===== config.mk =====
export PLATFORM = sky130hd
export DESIGN_NAME = psa_sub_seq_flat
export DESIGN_NICKNAME = d
export VERILOG_FILES = /design/src/rtl/psa_sub_seq_if.sv /design/src/rtl/psa_sub_seq.sv /design/src/flat_wrapper.sv
export SDC_FILE = /design/constraint.sdc
export NUM_CORES = 1
export LEC_CHECK = 0
export ABC_AREA = 1
export BUFFER_PORTS_ARGS = -buffer_cell sky130_fd_sc_hd__clkbuf_2
export CAP_MARGIN = 15
export CELL_PAD_IN_SITES_DETAIL_PLACEMENT = 1
export CELL_PAD_IN_SITES_GLOBAL_PLACEMENT = 2
export CORE_UTILIZATION = 35
export CTS_BUF_LIST = sky130_fd_sc_hd__clkbuf_2 sky130_fd_sc_hd__clkbuf_4 sky130_fd_sc_hd__clkbuf_8
export DETAILED_ROUTE_END_ITERATION = 8
export PLACE_DENSITY = 0.92
export SETUP_SLACK_MARGIN = 0.2
export SYNTH_ARGS = -nofsm -noshare
export SYNTH_HDL_FRONTEND = slang
export SYNTH_SLANG_ARGS = --single-unit

===== constraint.sdc =====
create_clock -name clk -period 4.5 [get_ports clk]
set_clock_uncertainty 0.1 [all_clocks]
set_input_delay 0.45 -clock clk [delete_from_list [all_inputs] [get_ports clk]]
set_output_delay 0.45 -clock clk [all_outputs]
set_load 0.02 [all_outputs]

===== src/rtl/psa_sub_seq_if.sv =====
// Bus bundle for the nibble-serial partitioned add/subtract unit.
// The master side issues operations and the slave side (the unit) returns results.
interface psa_sub_seq_if;
    logic        start;
    logic        sub;
    logic [15:0] A;
    logic [15:0] B;
    logic        busy;
    logic        done;
    logic [15:0] Diff;
    logic [3:0]  lane_ovfl;
    logic        Error;

    modport master (
        output start, sub, A, B,
        input  busy, done, Diff, lane_ovfl, Error
    );

    modport slave (
        input  start, sub, A, B,
        output busy, done, Diff, lane_ovfl, Error
    );
endinterface


===== src/rtl/psa_sub_seq.sv =====
// Four independent 4-bit two's-complement lane add/subtract operations, one lane per cycle,
// with per-lane overflow flags and optional saturation; results publish only on completion.
module psa_sub_seq #(
    parameter int SATURATE = 1
) (
    input  logic          clk,
    input  logic          rst,
    psa_sub_seq_if.slave  bus
);
    typedef enum logic [1:0] {IDLE, RUN, DONE} state_t;

    state_t      state, state_nxt;
    logic        accept;
    logic [15:0] a_q, b_q, work_q, diff_q;
    logic        sub_q;
    logic [1:0]  cnt_q;
    logic [3:0]  flags_q, ovfl_q;

    logic [3:0]  base;
    logic [3:0]  a_k, b_k, raw, lane;
    logic        ovf;
    logic [15:0] work_nxt;
    logic [3:0]  flags_nxt;

    always_ff @(posedge clk) begin
        if (rst) state <= IDLE;
        else     state <= state_nxt;
    end

    always_comb begin
        state_nxt = state;
        accept    = 1'b0;
        case (state)
            IDLE: begin
                if (bus.start) begin
                    accept    = 1'b1;
                    state_nxt = RUN;
                end
            end
            RUN: begin
                if (cnt_q == 2'd3) state_nxt = DONE;
            end
            DONE: begin
                if (bus.start) begin
                    accept    = 1'b1;
                    state_nxt = RUN;
                end else begin
                    state_nxt = IDLE;
                end
            end
            default: state_nxt = IDLE;
        endcase
    end

    // Lane datapath: no carry or borrow crosses a nibble boundary.
    always_comb begin
        base      = {cnt_q, 2'b00};
        a_k       = a_q[base +: 4];
        b_k       = b_q[base +: 4];
        raw       = sub_q ? (a_k - b_k) : (a_k + b_k);
        ovf       = (sub_q ? (a_k[3] != b_k[3]) : (a_k[3] == b_k[3])) && (raw[3] != a_k[3]);
        lane      = ((SATURATE != 0) && ovf) ? (a_k[3] ? 4'h8 : 4'h7) : raw;
        work_nxt  = work_q;
        work_nxt[base +: 4] = lane;
        flags_nxt = flags_q;
        flags_nxt[cnt_q] = ovf;
    end

    always_ff @(posedge clk) begin
        if (rst) begin
            a_q     <= '0;
            b_q     <= '0;
            sub_q   <= 1'b0;
            cnt_q   <= '0;
            work_q  <= '0;
            flags_q <= '0;
            diff_q  <= '0;
            ovfl_q  <= '0;
        end else if (accept) begin
            a_q     <= bus.A;
            b_q     <= bus.B;
            sub_q   <= bus.sub;
            cnt_q   <= '0;
            work_q  <= '0;
            flags_q <= '0;
        end else if (state == RUN) begin
            work_q  <= work_nxt;
            flags_q <= flags_nxt;
            cnt_q   <= cnt_q + 2'd1;
            // Visible outputs change only when the last lane lands.
            if (cnt_q == 2'd3) begin
                diff_q <= work_nxt;
                ovfl_q <= flags_nxt;
            end
        end
    end

    assign bus.busy      = (state == RUN);
    assign bus.done      = (state == DONE);
    assign bus.Diff      = diff_q;
    assign bus.lane_ovfl = ovfl_q;
    assign bus.Error     = |ovfl_q;
endmodule


===== src/flat_wrapper.sv =====
// flat-port wrapper written by rule: the top's interface ports become plain ports
module psa_sub_seq_flat 
#(
    parameter int SATURATE = 1
)
  (clk, rst, bus_start, bus_sub, bus_A, bus_B, bus_busy, bus_done, bus_Diff, bus_lane_ovfl, bus_Error);
  psa_sub_seq_if bus_i ();
  input  logic clk;
  input  logic rst;
  input wire logic [$bits(bus_i.start)-1:0] bus_start;
  input wire logic [$bits(bus_i.sub)-1:0] bus_sub;
  input wire logic [$bits(bus_i.A)-1:0] bus_A;
  input wire logic [$bits(bus_i.B)-1:0] bus_B;
  output wire logic [$bits(bus_i.busy)-1:0] bus_busy;
  output wire logic [$bits(bus_i.done)-1:0] bus_done;
  output wire logic [$bits(bus_i.Diff)-1:0] bus_Diff;
  output wire logic [$bits(bus_i.lane_ovfl)-1:0] bus_lane_ovfl;
  output wire logic [$bits(bus_i.Error)-1:0] bus_Error;
  assign bus_i.start = bus_start;
  assign bus_i.sub = bus_sub;
  assign bus_i.A = bus_A;
  assign bus_i.B = bus_B;
  assign bus_busy = bus_i.busy;
  assign bus_done = bus_i.done;
  assign bus_Diff = bus_i.Diff;
  assign bus_lane_ovfl = bus_i.lane_ovfl;
  assign bus_Error = bus_i.Error;
  psa_sub_seq #(.SATURATE(SATURATE)) u_core (.clk(clk), .rst(rst), .bus(bus_i));
endmodule

==> metrics.md <==
| Metric | Value |
|---|---|
| WL per Instance | `13.7 um` |
| Vias in the first global route | `3656` |
| Die width | `107 um` |
| Startpoint of the worst register-to-register path | `u_core.cnt_q[0]` |
| First-pass GRT wire length | `roughly 17000 um` |
| Largest cells by area after synthesis | `dfxtp_1 40%, nand2_1 9.4%, nor2_1 9.0%, o21ai_0 7.1%, inv_1 6.5%` |
| CTS Root Cell | `clkbuf_8` |
| RSZ-0062 raised after global routing | `false` |
| Worst hold path depth | `2` |
| Post-Layout Inst Area | `around 4400 um^2` |
| Most instantiated library cell after synthesis | `nand2_1` |
| Prevailing post-synth register cell | `dfxtp_1` |
| CP arrival | `a little under 4000 ps` |
| Total gr overflow | `0` |
| Avg Inst Size Synth | `around 7 um^2` |
| Tcrit/Tclk final | `83.0%` |
| HPWL after DPL | `around 7400 um` |
| # DRC | `0` |
| Relative slew margins | `48.2%` |
| Sw power | `548 uW` |
| Max_cap viols | `0` |
| Top cell type by total area after synthesis | `dfxtp_1` |
| Worst reg2reg endpoint | `u_core.work_q[13]` |
| CP required | `4710 ps` |
| # H-tree levels | `3` |
| Synth Register Bits | `76` |
| Clock transition at path regs | `70 ps` |
| Share of layout cells above drive strength 1 | `18.0%` |
| Hold Fails Final Rpt | `0` |
| Final Max Slew Viols | `0` |
| Antenna cells | `0` |
| Gp weighted congestion | `0.844` |
| R2R Setup Slk | `760 ps` |
| Post-synthesis sequential area ratio | `39.7%` |
| Area growth, synth to finish | `14.0%` |
| Ys Warns | `0` |
| Setup Fix Bufs, Post-CTS | `0` |
| Setup violators final | `0` |
| CP endpoint kind | `flop` |
| First-pass DRT Iterations | `6` |
| Initial DRC Count | `slightly above 90` |
| Commonest cells post-synth | `96 x nand2_1, 92 x nor2_1, 76 x dfxtp_1, 66 x inv_1, 54 x o21ai_0` |
| Syn nets | `595` |
| Worst-case clock buffer depth | `2` |
| Via-per-instance ratio | `4.87` |
| Chip Height | `107 um` |
| Number of synthesized flops with an enable pin | `0` |
| # hold bufs at CTS | `0` |
| Largest net degree at the start of global routing | `52` |
| P_leak | `around 2.2 nW` |
| Path type of the worst min-delay path | `primary input to flop` |
| Status | `complete, no violations` |
| Synthesized cell area | `3830 um^2` |
| Pin slew with the least headroom to its limit | `775 ps` |
| Sw frac | `33.2%` |
| IO Pins | `59` |
| Internal power | `1.10 mW` |
| Num CTS Buffers | `9` |
| Combinational cell fraction of total power | `26.1%` |
| Maximum vdd drop | `0.125 mV` |
| Core area | `10500 um^2` |
| Yosys top cell area share | `about two fifths` |
| Asr flop ratio synth | `0%` |
| Post-synth cell types | `35` |
| Hold_sp | `rst` |
| Starting Density | `36.6%` |
| Mapped Cells | `548` |
| Clock Sinks | `76` |
| Final #Nets | `641` |
| Placed Area | `~4200 um^2` |
| DR vias | `3576` |
| WL final | `10100 um` |
| Clock power frac | `29.4%` |
| Pre-CTS setup slack | `758 ps` |
| IO buf count | `58` |
| Final worst slack | `763 ps` |
| Total Neg Setup Slack | `0 ps` |
| Critical path class | `flop to flop` |
| CP max FO | `25` |
| Worst skew pair latency | `360 ps` |
| WHS | `235 ps` |
| Total Die Area | `about 11000 um^2` |
| Tmin final | `3740 ps` |
| CTS tree | `built` |
| Rows | `37` |
| Total track usage | `between 10% and 20%` |
| Initial antenna violation count | `0` |
| Post-cts sizing count | `0` |
| Routed Antenna Nets | `0` |
| Crit start category | `flop` |
| Worst Reg-to-Reg Cells | `20` |
| Max frequency | `0.268 GHz` |
| Total power divided by cell area | `between 300 and 400 nW/um^2` |
| Util after Layout | `41.7%` |
| Part of the power in registers | `between 40% and 50%` |
| Hold EP | `u_core.bus.lane_ovfl[3]` |
==> placed cells by master, fill, tap and decap left out, types with 2 or more instances in the layout <==
cell       n
o21ai_1    6
nand2_2   11
o21bai_1   5
clkbuf_8  10
clkbuf_4   4
o21a_1     9
nand3_2    5
nor2_1    91
nand3_1   41
a211oi_1   2
inv_2      3
nand4_1    6
o211ai_1   2
ha_1      10
inv_1     66
clkinv_2   2
buf_4      6
clkbuf_2  58
dfxtp_1   76
a21oi_1   19
nand2_1   96
o21ai_0   54
a21oi_4    3
==> worst max-delay path, stage by stage, from the launching register on <==
cell and delay, ps:
dfxtp_1 750, inv_4 240, nand2_1 130, nand3_1 80, nand2_2 110, ha_1 230
o21ai_0 320, ha_1 300, nand2_1 70, nand2_1 60, a21oi_1 150, nand3_2 110
nand2_1 90, nand2_2 60, nand3_1 130, nand3_4 160, a21oi_4 200, nand4_1 170
nand3_1 120, nand2_1 50, inv_1 50
==> worst max-delay path by stage <==
stage	startpoint	end	slack (ps)	cells past startpoint
after global placement	u_core.cnt_q[0]	u_core.bus.Diff[13]	970	20
after detailed placement	u_core.cnt_q[0]	u_core.work_q[13]	760	20
after CTS	u_core.cnt_q[0]	u_core.work_q[13]	740	20
final	u_core.cnt_q[0]	u_core.work_q[13]	760	20
after floorplan	u_core.cnt_q[0]	u_core.work_q[13]	1500	22
after global routing	u_core.cnt_q[0]	u_core.work_q[13]	350	20
==> routing by layer <==
layer | up-vias | global-route usage (%) | share of wire [%]
li1 | 1825 | - | -
met1 | 1692 | 23.7 | 48
met2 | 49 | 32.3 | 47
met3 | 10 | 4.74 | 3.2
met4 | 0 | 6.65 | 1.5
met5 | - | 0 | 0
==> through the flow <==
step / cells / power [mW]
2_1_floorplan: 548 / 1.08
3_3_place_gp: 719 / 1.16
3_5_place_dp: 719 / 1.19
4_1_cts: 735 / 1.68
5_1_grt: 735 / 1.76
6_report: 735 / 1.65
==> registers in the layout, summed over array words and instances, names as in the netlist <==
register / cells
u_core.cnt_q: 2
u_core.a_q: 16
u_core.state: 2
u_core.bus.Diff: 16
u_core.work_q: 16
u_core.flags_q: 3
u_core.sub_q: 1
u_core.bus.lane_ovfl: 4
u_core.b_q: 16
==> logic make-up after synthesis <==
family / after synthesis / synth area share, %
AOI/OAI and AO/OA: 104 / 16.0
xor gates and xnor gates: 3 / 0.882
adders and majority gates: 11 / 3.79
buffers and inverters: 100 / 10.9
DFF: 76 / 39.7
and+or+nand+nor: 254 / 28.7
==> final cells by class <==
| class | count | area (um^2) |
|---|---|---|
| multi-input combinational | 372 | 1890 |
| clock inverter | 2 | 10.0 |
| inverter | 71 | 269 |
| fill | 1400 | 6090 |
| tap | 136 | 170 |
| timing repair buffer | 64 | 335 |
| sequential | 76 | 1520 |
| clock buffer | 14 | 168 |
==> power groups by stage <==
| stage | logic (mW) | registers [mW] | clock network [mW] |
|---|---|---|---|
| final | 0.431 | 0.734 | 0.486 |
| after detailed placement | 0.436 | 0.749 | 0 |
| after floorplan | 0.338 | 0.741 | 0 |
| after global placement | 0.417 | 0.748 | 0 |
| after CTS | 0.439 | 0.734 | 0.504 |
| after global routing | 0.486 | 0.738 | 0.533 |
No activity file was read; power rests on OpenSTA's default activity.
